## config.mk

```make
export PLATFORM = sky130hd
export DESIGN_NAME = cdb_arbiter
export DESIGN_NICKNAME = d
export VERILOG_FILES = /design/src/rtl/cdb_arbiter.sv
export SDC_FILE = /design/constraint.sdc
export NUM_CORES = 1
export LEC_CHECK = 0
export BUFFER_PORTS_ARGS = -buffer_cell sky130_fd_sc_hd__buf_2
export CAP_MARGIN = 40
export CORE_MARGIN = 2
export CORE_UTILIZATION = 58
export CTS_CLUSTER_DIAMETER = 150
export CTS_CLUSTER_SIZE = 30
export DETAILED_ROUTE_END_ITERATION = 7
export PLACE_DENSITY = 0.91
export SLEW_MARGIN = 10
export SYNTH_ARGS = -nofsm -noshare
export SYNTH_HDL_FRONTEND = slang
export SYNTH_SLANG_ARGS = --single-unit
```

## constraint.sdc

```tcl
create_clock -name clk_in -period 10.25 [get_ports clk_in]
set_input_delay 2.5625 -clock clk_in [delete_from_list [all_inputs] [get_ports clk_in]]
set_output_delay 2.5625 -clock clk_in [all_outputs]
set_load 0.01 [all_outputs]
```

## src/rtl/cdb_arbiter.sv

```systemverilog
// cdb_arbiter: common-data-bus arbiter. Accepts completed results from
// NUM_SRC functional-unit channels, grants up to NUM_CDB per cycle in
// round-robin order starting at ptr, and broadcasts the granted results
// on NUM_CDB registered CDB slots one cycle later.
//
// Ports:
//   clk_in         system clock
//   rst_in         synchronous active-high reset
//   flush_in       mispredict flush: no grants this cycle, outputs cleared next
//   src_valid_in   per-source result valid
//   src_tag_in     per-source ROB tag, source i at [i*TAG_W +: TAG_W]
//   src_data_in    per-source result, source i at [i*DATA_W +: DATA_W]
//   src_ready_out  per-source grant/accept (combinational)
//   cdb_valid_out  per-slot broadcast valid
//   cdb_tag_out    per-slot broadcast tag
//   cdb_data_out   per-slot broadcast data
//   cdb_src_out    per-slot index of the source that drove it
//   stall_cnt_out  (only with CDB_STALL_STATS_EN) saturating count of
//                  valid-but-not-ready source cycles, flush cycles excluded
//
// Optional feature macro: CDB_STALL_STATS_EN
module cdb_arbiter #(
  parameter int NUM_SRC = 4,
  parameter int NUM_CDB = 2,
  parameter int TAG_W   = 5,
  parameter int DATA_W  = 32,
  localparam int SRC_IDX_W = $clog2(NUM_SRC)
) (
  input  logic                          clk_in,
  input  logic                          rst_in,
  input  logic                          flush_in,
  input  logic [NUM_SRC-1:0]            src_valid_in,
  input  logic [NUM_SRC*TAG_W-1:0]      src_tag_in,
  input  logic [NUM_SRC*DATA_W-1:0]     src_data_in,
  output logic [NUM_SRC-1:0]            src_ready_out,
  output logic [NUM_CDB-1:0]            cdb_valid_out,
  output logic [NUM_CDB*TAG_W-1:0]      cdb_tag_out,
  output logic [NUM_CDB*DATA_W-1:0]     cdb_data_out,
  output logic [NUM_CDB*SRC_IDX_W-1:0]  cdb_src_out
`ifdef CDB_STALL_STATS_EN
  ,
  output logic [31:0]                   stall_cnt_out
`endif
);

  logic [SRC_IDX_W-1:0]   ptr;
  logic [SRC_IDX_W-1:0]   next_ptr;
  logic [NUM_SRC-1:0]     grant;
  logic [2*NUM_SRC-1:0]   valid_dbl;
  logic [NUM_SRC-1:0]     rot_valid;
  logic [NUM_CDB-1:0]     slot_vld;
  logic [SRC_IDX_W-1:0]   slot_src  [NUM_CDB];
  logic [TAG_W-1:0]       slot_tag  [NUM_CDB];
  logic [DATA_W-1:0]      slot_data [NUM_CDB];
  int unsigned            n_grant;
  int unsigned            src_idx;

  // Rotating the doubled valid vector by ptr turns the round-robin scan into
  // a fixed-order scan from bit 0; src_idx recovers the real source index.
  always_comb begin
    grant     = '0;
    slot_vld  = '0;
    next_ptr  = ptr;
    n_grant   = 0;
    src_idx   = 0;
    valid_dbl = {src_valid_in, src_valid_in};
    rot_valid = NUM_SRC'(valid_dbl >> ptr);
    for (int unsigned k = 0; k < NUM_CDB; k++) begin
      slot_src[k]  = '0;
      slot_tag[k]  = '0;
      slot_data[k] = '0;
    end
    if (!rst_in && !flush_in) begin
      for (int unsigned off = 0; off < NUM_SRC; off++) begin
        if (rot_valid[off] && (n_grant < NUM_CDB)) begin
          src_idx = (32'(ptr) + off) % NUM_SRC;
          grant   = grant | (NUM_SRC'(1) << src_idx);
          for (int unsigned k = 0; k < NUM_CDB; k++) begin
            if (k == n_grant) begin
              slot_vld[k]  = 1'b1;
              slot_src[k]  = SRC_IDX_W'(src_idx);
              slot_tag[k]  = src_tag_in[src_idx*TAG_W +: TAG_W];
              slot_data[k] = src_data_in[src_idx*DATA_W +: DATA_W];
            end
          end
          next_ptr = SRC_IDX_W'((src_idx + 1) % NUM_SRC);
          n_grant  = n_grant + 1;
        end
      end
    end
  end

  assign src_ready_out = grant;

  // Flush needs no separate branch: with no grants every slot registers zero
  // and next_ptr holds ptr.
  always_ff @(posedge clk_in) begin
    if (rst_in) begin
      cdb_valid_out <= '0;
      cdb_tag_out   <= '0;
      cdb_data_out  <= '0;
      cdb_src_out   <= '0;
      ptr           <= '0;
    end else begin
      cdb_valid_out <= slot_vld;
      for (int unsigned k = 0; k < NUM_CDB; k++) begin
        cdb_tag_out[k*TAG_W +: TAG_W]           <= slot_tag[k];
        cdb_data_out[k*DATA_W +: DATA_W]        <= slot_data[k];
        cdb_src_out[k*SRC_IDX_W +: SRC_IDX_W]   <= slot_src[k];
      end
      ptr <= next_ptr;
    end
  end

`ifdef CDB_STALL_STATS_EN
  logic [32:0] stall_sum;

  always_comb begin
    stall_sum = {1'b0, stall_cnt_out} + 33'($countones(src_valid_in & ~grant));
  end

  always_ff @(posedge clk_in) begin
    if (rst_in) begin
      stall_cnt_out <= '0;
    end else if (!flush_in) begin
      stall_cnt_out <= stall_sum[32] ? '1 : stall_sum[31:0];
    end
  end
`endif

endmodule

```

==> key figures, run 1 <==
Outcome
  – Status: finished with violations
  – Failing checks: design-rule violations

Layout
  – Share of layout cells above drive strength 1: 0.494
  – Layout Nets: 1048
  – Post-layout instance area: 0.00954 mm^2
  – Area grow syn2layout: 19.7%

Route
  – Via count: 8002
  – Routed wire length: 24800 um
  – WL met2: 12300 um
  – DRT antenna net count: 0
  – Met3 WL: 3410 um
  – 1st-iter DRT viols: 1469
  – Detailed Routing Iterations Pass 1: 8
  – DR vias/cell: 7.52
  – DR top layer: met4
  – Post-route DRC: 3
  – WL met1: 8210 um
  – Routed WL per cell: 23.3 um

Timing
  – Final worst-path setup slack: 2.26 ns
  – Clock Skew: 0.00561 ns
  – RSZ-0062 raised after global routing: no
  – Sum Neg Setup Slack: 0 ns
  – Fmax achieved: 125 MHz
  – Fin crit period: 7.99 ns
  – Slew HR: 0.338
  – Final setup fails: 0
  – Final Hold Fails: 0
  – Period utilization: 0.780
  – Hold WS: 0.838 ns
  – Slew Limit Fails: 0
  – Worst Max-Slew Pin Slew: 0.994 ns

Synthesis
  – Synth Instances: 711
  – Synthesized flop and latch total: 82
  – Async SR Flop Fraction: 0
  – Largest cells by area after synthesis: mux4_2 (43%), dfxtp_1 (21%), a222oi_1 (4.6%)
  – Avg Cell Area, Syn: 11.2 um^2
  – Post-synth top flop: dfxtp_1
  – Synth cell types: 42
  – Number of flops mapped to enable cells by yosys: 0
  – Post-synthesis net count: 877
  – Top cell type's share of synthesized area: 0.426
  – Mapped Area: 0.00798 mm^2
  – Ys Warns: 0
  – Leading area contributor after synthesis: mux4_2
  – Sequential fraction of the synthesis area: 0.206

Worst setup path
  – CP dominant cell by count: buf_2
  – CP arrival: 5.43 ns
  – Worst Path Required: 7.69 ns
  – Worst Path Max Fanout: 23
  – Critical-path top delay cell: mux4_2
  – Crit path cell chain: buf_2 -> mux4_2 -> ha_1 -> nand2b_1 -> o22ai_4 -> fa_1 -> nor2b_1 -> a22o_1 -> a22oi_1 -> a21oi_1 -> buf_2
  – Crit path capture type: output pin
  – Crit-path max cell delay: 0.67 ns
  – Startpoint types: input port
  – Classification of the worst setup path: input port to output pin
  – CP delay by family, top: adder cells
  – Buf/Inv on CP: 2

Global route
  – Initial antenna violation count: 1
  – Total gr overflow: 0
  – Vias in the first global route: 7790
  – First-pass GRT wire length: 38600 um
  – GRT Util Overall: 0.336
  – Largest net degree at the start of global routing: 80

Clock network
  – Clock root buffer: clkbuf_16
  – Clk_lat worst skew: 0.35 ns
  – Hold Buf Count CTS: 0
  – Post-cts resize count: 0
  – Clock sink total: 82
  – Clock transition at path regs: 0.06 ns
  – Max Root-Sink Buffers: 2
  – Number of post-CTS setup repair buffers: 0
  – CTS buffer count: 9
  – CTS tree: built
  – H-tree depth: 3

Placed design
  – DP Area: 0.00921 mm^2
  – Gp weighted congestion: 0.857
  – Port Buffers: 238
  – Post-DP HPWL: 16100 um
  – Pre-CTS setup slack: 2.33 ns

Floorplan
  – Cell row count: 42
  – Initial core utilization: 0.597
  – Die Area: 0.0147 mm^2
  – Die width: 121 um
  – IO Count: 239
  – Core area: 0.0133 mm^2
  – Die H: 121 um

Power and ir drop
  – PwrDens: 351 mW/mm^2
  – Worst IR drop on VDD: 227 uV
  – Tot Pwr: 0.00335 W
  – Pleak: 3.79 nW

Min path
  – Worst min path class: register to register

Flow run
  – Max_cap viols: 0
[cells in the mapped netlist (2+ instances only)]
library cell and count:
a222oi_1 37, clkbuf_1 38, nor2_1 45, buf_4 10, o21ai_0 39, a211oi_1 4
mux2i_1 3, buf_1 6, mux4_2 151, nand2_1 41, dfxtp_1 82, a221oi_1 38
or2_2 2, nand3_1 2, a211o_1 37, a22oi_1 9, nor2b_1 6, a21oi_1 44
inv_1 42, buf_2 39, and2_1 3, ha_1 10, mux2_2 3, a31oi_1 2
[per-layer routing]
metal	global-route usage	up-vias
met5	0	-
met4	0.174	0
met3	0.0644	107
met2	0.560	820
met1	0.417	3769
li1	-	3306
[worst min-delay path, cell delays in order (launching register included)]
cell and delay, ns:
dfxtp_4 0.54, nand3_1 0.15, a31oi_1 0.08
[registers in the layout, indices dropped and copies added (netlist names)]
| name | count |
|---|---|
| cdb_data_out | 64 |
| ptr | 2 |
| cdb_src_out | 4 |
| cdb_valid_out | 2 |
| cdb_tag_out | 10 |
[path summary, 6_finish.rpt]
check,startpoint,end,slack (ns),depth (start not counted)
setup / recovery,src_valid_in[2],src_ready_out[2],2.26,11
hold reg to reg,ptr[0],cdb_src_out[2],0.84,2
setup reg to reg,ptr[0],cdb_data_out[50],5.47,11
hold / removal,ptr[0],cdb_src_out[2],0.84,2
[layout by cell type (no fill, tap or decap), drive strengths merged, types with 2 or more instances in the layout]
cell,instances
mux2,4
bufinv,2
or2,2
a22oi,9
a31oi,2
nor3b,2
a21oi,44
a221oi,40
inv,44
nand2,41
ha,10
dfxtp,82
nor2,45
o21ai,39
nand3,2
mux2i,3
nor2b,6
mux4,151
a222oi,37
buf,253
a211oi,4
and2,4
clkbuf,12
a211o,37
[per-stage QoR]
step | util | cells
global route | 0.715 | 1064
CTS | 0.715 | 1063
floorplan | - | 711
finish | 0.715 | 1064
detailed placement | 0.690 | 1047
global placement | 0.679 | 1041
[power by group]
part	switching (W)	internal, W
sequential	0.0000682	0.000427
clock	0.000143	0.000229
combinational	0.00129	0.00120
total	0.00150	0.00185
[kinds of logic (layout without fill, tap and decap cells)]
family                     after synthesis  in the layout  synth area share
AOI/OAI and AO/OA                      219            219             0.208
muxes                                  158            158             0.436
buffers and inverters                  136            312            0.0748
and+or+nand+nor                        105            105            0.0571
DFF                                     82             82             0.206
adders and majority gates               11             11            0.0182
other                                    0              1                 0
[layout make-up]
cell class / instances / area (um^2)
Antenna cell: 1 / 2.50
Clock buffer: 12 / 258
Clock inverter: 4 / 71.3
Fill cell: 889 / 3800
Inverter: 43 / 161
Multi-Input combinational cell: 493 / 5780
Sequential cell: 82 / 1650
Tap cell: 176 / 220
Timing Repair Buffer: 253 / 1400
No activity file was read; power rests on OpenSTA's default activity.
==> run 2: changes to the inputs <==
--- a/config.mk
+++ b/config.mk
@@ -8,11 +8,11 @@
 export BUFFER_PORTS_ARGS = -buffer_cell sky130_fd_sc_hd__buf_2
 export CAP_MARGIN = 40
 export CORE_MARGIN = 2
-export CORE_UTILIZATION = 58
+export CORE_UTILIZATION = 54
 export CTS_CLUSTER_DIAMETER = 150
 export CTS_CLUSTER_SIZE = 30
 export DETAILED_ROUTE_END_ITERATION = 7
-export PLACE_DENSITY = 0.91
+export PLACE_DENSITY = 0.86
 export SLEW_MARGIN = 10
 export SYNTH_ARGS = -nofsm -noshare
 export SYNTH_HDL_FRONTEND = slang
==> constraint.sdc (replaced) <==
create_clock -name clk_in -period 8.3 [get_ports clk_in]
set_input_delay 2.075 -clock clk_in [delete_from_list [all_inputs] [get_ports clk_in]]
set_output_delay 2.075 -clock clk_in [all_outputs]
set_load 0.01 [all_outputs]
==> key figures, run 2 (same netlist as run 1, synthesis figures left out) <==
Outcome
  – Failing checks: design-rule violations
  – Status: finished with violations

Global route
  – Initial antenna violation count: 0
  – First-pass GRT wire length: 38800 um
  – GRT Util Overall: 0.308
  – Largest net degree at the start of global routing: 80
  – Total gr overflow: 0
  – Vias in the first global route: 7690

Layout
  – Area grow syn2layout: 20.4%
  – Layout Nets: 1049
  – Max reg flops: 64
  – Share of layout cells above drive strength 1: 0.497
  – Final Non-Filler Cells: 1071
  – Top Registers: cdb_data_out x64, cdb_tag_out x10, cdb_src_out x4
  – Top reg by flops: cdb_data_out
  – Fill cells: 1073
  – Commonest non-fill, non-tap cells in the layout: buf_2 (238), mux4_2 (151), dfxtp_1 (80)
  – Diode count: 0
  – Commonest non-fill, non-tap cell in the layout: buf_2
  – Post-layout instance area: 0.00961 mm^2

Worst setup path
  – R2R cell count: 8
  – Classification of the worst setup path: input port to output pin
  – Worst Path Required: 6.23 ns
  – R2R Path Start: ptr[1]
  – Crit path capture type: output pin
  – CP arrival: 4.70 ns
  – R2R Path End: cdb_data_out[24]
  – Worst Path Max Fanout: 10
  – R2r setup slk: 3.71 ns
  – Startpoint types: input port

Floorplan
  – IO Count: 239
  – Die H: 126 um
  – Die Area: 0.0158 mm^2
  – Core area: 0.0145 mm^2
  – Die width: 126 um
  – Cell row count: 44
  – Initial core utilization: 0.551

Route
  – DRT antenna net count: 0
  – DR vias/cell: 7.48
  – Routed WL per cell: 23.3 um
  – Detailed Routing Iterations Pass 1: 8
  – Via count: 8010
  – WL met2: 12200 um
  – Post-route DRC: 1
  – 1st-iter DRT viols: 1099
  – Routed wire length: 24900 um
  – Met3 WL: 3380 um
  – WL met1: 8550 um
  – DR top layer: met4

Timing
  – Period utilization: 0.816
  – Slew HR: 0.364
  – Fmax achieved: 148 MHz
  – Fin crit period: 6.77 ns
  – Final worst-path setup slack: 1.53 ns
  – Final Hold Fails: 0
  – Worst Max-Slew Pin Slew: 0.953 ns
  – Sum Neg Setup Slack: 0 ns
  – RSZ-0062 raised after global routing: no
  – Clock Skew: 0.00616 ns
  – Slew Limit Fails: 0
  – Final setup fails: 0

Clock network
  – Post-cts resize count: 0
  – Hold Buf Count CTS: 0
  – Max Root-Sink Buffers: 2
  – CTS buffer count: 9
  – Number of post-CTS setup repair buffers: 0
  – Clock root buffer: clkbuf_16
  – Clock transition at path regs: 0.07 ns
  – CTS tree: built
  – Clock sink total: 82
  – Clk_lat worst skew: 0.35 ns
  – H-tree depth: 3

Min path
  – Hold path start: ptr[0]
  – Cells on Worst Hold Path: 2
  – WHS Endpoint: cdb_src_out[2]
  – Worst min path class: register to register

Flow run
  – Max_cap viols: 0

Power and ir drop
  – Pleak: 3.81 nW
  – PwrDens: 439 mW/mm^2
  – Worst IR drop on VDD: 366 uV
  – Tot Pwr: 0.00421 W

Placed design
  – Post-DP HPWL: 15700 um
  – Placed cell count: 1056
  – Gp weighted congestion: 0.831
  – DP Area: 0.00926 mm^2
  – Pre-CTS setup slack: 1.56 ns
  – Port Buffers: 238
[run 2: how the worst max path moves through the flow]
stage                          startpoint          endpoint  slack (ns)
final                     src_valid_in[0]  src_ready_out[0]        1.53
after global routing      src_valid_in[0]  src_ready_out[3]        1.36
after CTS                 src_valid_in[0]  src_ready_out[0]        1.55
after detailed placement  src_valid_in[0]  src_ready_out[0]        1.56
after global placement    src_valid_in[0]  src_ready_out[1]        1.60
after floorplan           src_valid_in[3]  src_ready_out[0]        1.35
[run 2: worst max-delay path: stages]
cell     delay (ns)
buf_2          0.13
mux4_2         0.62
ha_1           0.30
or2_2          0.33
o22ai_4        0.18
fa_1           0.22
nor2b_1        0.06
a22o_1         0.33
a22oi_1        0.18
a21oi_1        0.09
buf_2          0.17
[run 2: stage by stage]
stage / hold slack, ns / util
5_1_grt: 0.847 / 0.663
6_report: 0.801 / 0.663
2_1_floorplan: 0.787 / -
3_5_place_dp: 0.792 / 0.639
3_3_place_gp: 0.761 / 0.628
4_1_cts: 0.799 / 0.663
[run 2: metal layers]
metal | GRT usage | vias to the layer above
met1 | 0.391 | 3856
met5 | 0 | -
met3 | 0.0638 | 90
met2 | 0.513 | 769
met4 | 0.137 | 0
li1 | - | 3295
[run 2: power by group]
| group | internal, W | total, W | switching (W) | leakage, nW |
|---|---|---|---|---|
| sequential | 0.000527 | 0.000621 | 0.0000937 | 0.670 |
| combinational | 0.00150 | 0.00311 | 0.00160 | 2.97 |
| clock | 0.000310 | 0.000485 | 0.000175 | 0.173 |
| total | 0.00234 | 0.00421 | 0.00187 | 3.81 |
[run 2: final cells by class]
class	count	area [um^2]	share of cell area
inverters	43	161	0.0168
well taps	184	230	0.0240
multi-input cells	493	5780	0.602
flip-flops and latches	82	1650	0.172
clock buffers	10	250	0.0261
repair buffers	254	1430	0.149
clock inverters	5	100	0.0104
==> run 3: changes to the inputs <==
--- a/config.mk
+++ b/config.mk
@@ -5,14 +5,15 @@
 export SDC_FILE = /design/constraint.sdc
 export NUM_CORES = 1
 export LEC_CHECK = 0
+export ABC_AREA = 1
 export BUFFER_PORTS_ARGS = -buffer_cell sky130_fd_sc_hd__buf_2
 export CAP_MARGIN = 40
 export CORE_MARGIN = 2
-export CORE_UTILIZATION = 54
+export CORE_UTILIZATION = 49
 export CTS_CLUSTER_DIAMETER = 150
 export CTS_CLUSTER_SIZE = 30
 export DETAILED_ROUTE_END_ITERATION = 7
-export PLACE_DENSITY = 0.86
+export PLACE_DENSITY = 0.82
 export SLEW_MARGIN = 10
 export SYNTH_ARGS = -nofsm -noshare
 export SYNTH_HDL_FRONTEND = slang
==> constraint.sdc (replaced) <==
create_clock -name clk_in -period 6.1 [get_ports clk_in]
set_input_delay 1.525 -clock clk_in [delete_from_list [all_inputs] [get_ports clk_in]]
set_output_delay 1.525 -clock clk_in [all_outputs]
set_load 0.01 [all_outputs]
==> key figures, run 3 <==
Timing
  – Clock Skew: 0.00697 ns
  – Fin crit period: 5.34 ns
  – Period utilization: 0.875
  – Final worst-path setup slack: 0.761 ns
  – Slew HR: 0.399
  – Fmax achieved: 187 MHz
  – Final setup fails: 0
  – Final Hold Fails: 0
  – Worst Max-Slew Pin Slew: 0.901 ns
  – RSZ-0062 raised after global routing: no
  – Sum Neg Setup Slack: 0 ns
  – Slew Limit Fails: 0

Placed design
  – DP Area: 0.00949 mm^2
  – Pre-CTS setup slack: 0.788 ns
  – Gp weighted congestion: 0.857
  – Post-DP HPWL: 18500 um
  – Placed cell count: 1991
  – Port Buffers: 238

Floorplan
  – Die H: 134 um
  – Die Area: 0.0180 mm^2
  – Core area: 0.0166 mm^2
  – Die width: 134 um
  – IO Count: 239
  – Cell row count: 47
  – Initial core utilization: 0.500

Power and ir drop
  – Combinational power share: 0.760
  – Worst IR drop on VDD: 475 uV
  – P_sw: 0.00324 W
  – Internal cell power: 0.00234 W
  – Sw Share: 0.580
  – PwrDens: 572 mW/mm^2
  – Clock share of power: 0.095
  – Pleak: 5.53 nW
  – Flop pwr share: 0.145

Layout
  – Area occupied by multi-input gates: 0.00579 mm^2
  – Commonest non-fill, non-tap cells in the layout: nand2_1 (817), buf_2 (238), o21ai_0 (212)
  – Area grow syn2layout: 17.8%
  – Share of layout cells above drive strength 1: 0.166
  – Post-layout instance area: 0.00977 mm^2
  – Top Registers: cdb_data_out x64, cdb_tag_out x10, cdb_src_out x4
  – Post-layout util: 0.589
  – Final Non-Filler Cells: 2008
  – Max reg flops: 64
  – Fill cells: 1699
  – Commonest non-fill, non-tap cell in the layout: nand2_1
  – Reg area: 0.00165 mm^2
  – Top reg by flops: cdb_data_out
  – Layout Nets: 1948

Worst setup path
  – R2R cell count: 18
  – Worst Path Max Fanout: 10
  – CP endpoint: src_ready_out[1]
  – R2r setup slk: 1.77 ns
  – Buf/Inv on CP: 7
  – R2R Path End: cdb_data_out[7]
  – Crit path cell chain: buf_2 -> nand2_1 -> nand3_1 -> nand2_2 -> inv_2 -> ha_1 -> inv_1 -> nand3_1 -> inv_1 -> fa_1 -> inv_1 -> nand3_2 -> inv_2 -> nand2_1 -> a21oi_1 -> buf_2
  – Critical-path top delay cell: fa_1
  – CP dominant cell by count: inv_1
  – CP arrival: 3.81 ns
  – Startpoint types: input port
  – Worst Path Required: 4.58 ns
  – Instance count on the critical path: 16
  – R2R Path Start: ptr[0]
  – Crit path capture type: output pin
  – Classification of the worst setup path: input port to output pin
  – CP delay by family, top: buffers and inverters
  – Worst Setup SP: src_valid_in[0]
  – Crit-path max cell delay: 0.37 ns

Route
  – Via count: 10800
  – Detailed Routing Iterations Pass 1: 5
  – Routed wire length: 28100 um
  – Post-route DRC: 0
  – Routed WL per cell: 14.0 um
  – 1st-iter DRT viols: 1048
  – DR vias/cell: 5.37
  – DRT antenna net count: 0

Synthesis
  – Synth Instances: 1633
  – Synthesized flop and latch total: 82
  – Post-synth top flop: dfxtp_1
  – Mapped Area: 0.00829 mm^2
  – Ys Warns: 0
  – Sequential fraction of the synthesis area: 0.198
  – Synth cell count leaders: nand2_1 (817), o21ai_0 (212), nand3_1 (125), inv_1 (90), nor2_1 (83)
  – Synth cell types: 22
  – Leading area contributor after synthesis: nand2_1
  – Most common cell in the netlist: nand2_1
  – Largest cells by area after synthesis: nand2_1 (37%), dfxtp_1 (20%), o21ai_0 (13%)
  – Async SR Flop Fraction: 0
  – Avg Cell Area, Syn: 5.08 um^2
  – Top cell type's share of synthesized area: 0.370
  – Post-synthesis net count: 1799
  – Number of flops mapped to enable cells by yosys: 0

Clock network
  – CTS buffer count: 9
  – Max Root-Sink Buffers: 2
  – Hold Buf Count CTS: 0
  – Clock root buffer: clkbuf_16
  – Number of post-CTS setup repair buffers: 0
  – Clock transition at path regs: 0.06 ns
  – Post-cts resize count: 0
  – CTS tree: built
  – Clock sink total: 82
  – H-tree depth: 3
  – Clk_lat worst skew: 0.35 ns

Global route
  – GRT Util Overall: 0.306
  – First-pass GRT wire length: 45000 um
  – Total gr overflow: 0
  – Vias in the first global route: 9652
  – Initial antenna violation count: 1
  – Largest net degree at the start of global routing: 109

Outcome
  – Status: finished clean

Flow run
  – Max_cap viols: 0

Min path
  – Worst min path class: register to register
==> run 3: cell types whose count changed after synthesis, moves of 48 or more <==
cell | before | now
o21ai_0 | 39 | 212
inv_1 | 42 | 90
nand3_1 | 2 | 125
nand2_1 | 41 | 817
mux4_2 | 151 | 0
==> run 3: power by group through the flow <==
stage	logic, W	registers (W)	clock network (W)
after floorplan	0.00300	0.000892	0
after global placement	0.00398	0.000824	0
after detailed placement	0.00415	0.000816	0
after CTS	0.00417	0.000808	0.000531
after global routing	0.00477	0.000819	0.000551
final	0.00425	0.000809	0.000531
==> run 3: worst min-delay path by stage <==
stage / start / end / cells past startpoint / slack [ns]
6_report: ptr[1] / ptr[1] / 3 / 0.87
5_1_grt: ptr[1] / ptr[1] / 3 / 0.89
4_1_cts: ptr[1] / ptr[1] / 3 / 0.86
3_5_place_dp: ptr[1] / ptr[1] / 3 / 0.83
3_3_place_gp: ptr[1] / ptr[1] / 3 / 0.83
2_1_floorplan: ptr[1] / ptr[1] / 5 / 0.78
==> run 3: worst reg2reg max path, cell delays in order (launching register included) <==
cell and delay [ns]:
dfxtp_4 0.35, buf_4 0.60, nand2_1 0.21, nand3_1 0.15, nand2_2 0.16, inv_2 0.10
ha_1 0.20, inv_1 0.10, nand3_1 0.18, inv_1 0.13, fa_1 0.37, inv_1 0.07
nand3_2 0.14, nor2_2 0.10, buf_4 0.28, nand2_2 0.47, buf_12 0.37, o21ai_0 0.19
a21oi_1 0.06
==> run 3: cell type report <==
class	instances	area share
inverter	94	0.0364
timing repair buffer	260	0.146
antenna	1	0.000256
sequential	82	0.169
multi-input combinational	1335	0.593
tap	220	0.0282
clock buffer	11	0.0248
clock inverter	5	0.00307
==> run 3: stage by stage <==
step                      power (W)  hold slack [ns]
final                       0.00559            0.867
after CTS                   0.00551            0.855
after floorplan             0.00389            0.781
after detailed placement    0.00497            0.827
after global placement      0.00480            0.829
after global routing        0.00614            0.888
==> run 3: metal layers <==
metal  GRT usage  up-vias  wire length, um  share of wire
met4       0.119        0              682          0.024
met1       0.393     4703            12000           0.43
li1            -     5428                -              -
met3      0.0499       56             2730          0.097
met5           0        -                0              0
met2       0.514      593            12700           0.45
==> run 3: cells by family (layout without fill, tap and decap cells) <==
logic type                 count (synthesis)  in the layout  share of synthesized area
and+or+nand+nor                         1032           1032                      0.489
buffers and inverters                    216            370                      0.108
DFF                                       82             82                      0.198
adders and majority gates                 11             11                     0.0175
AOI/OAI and AO/OA                        277            277                      0.169
other                                      0              1                          0
muxes                                     15             15                     0.0181
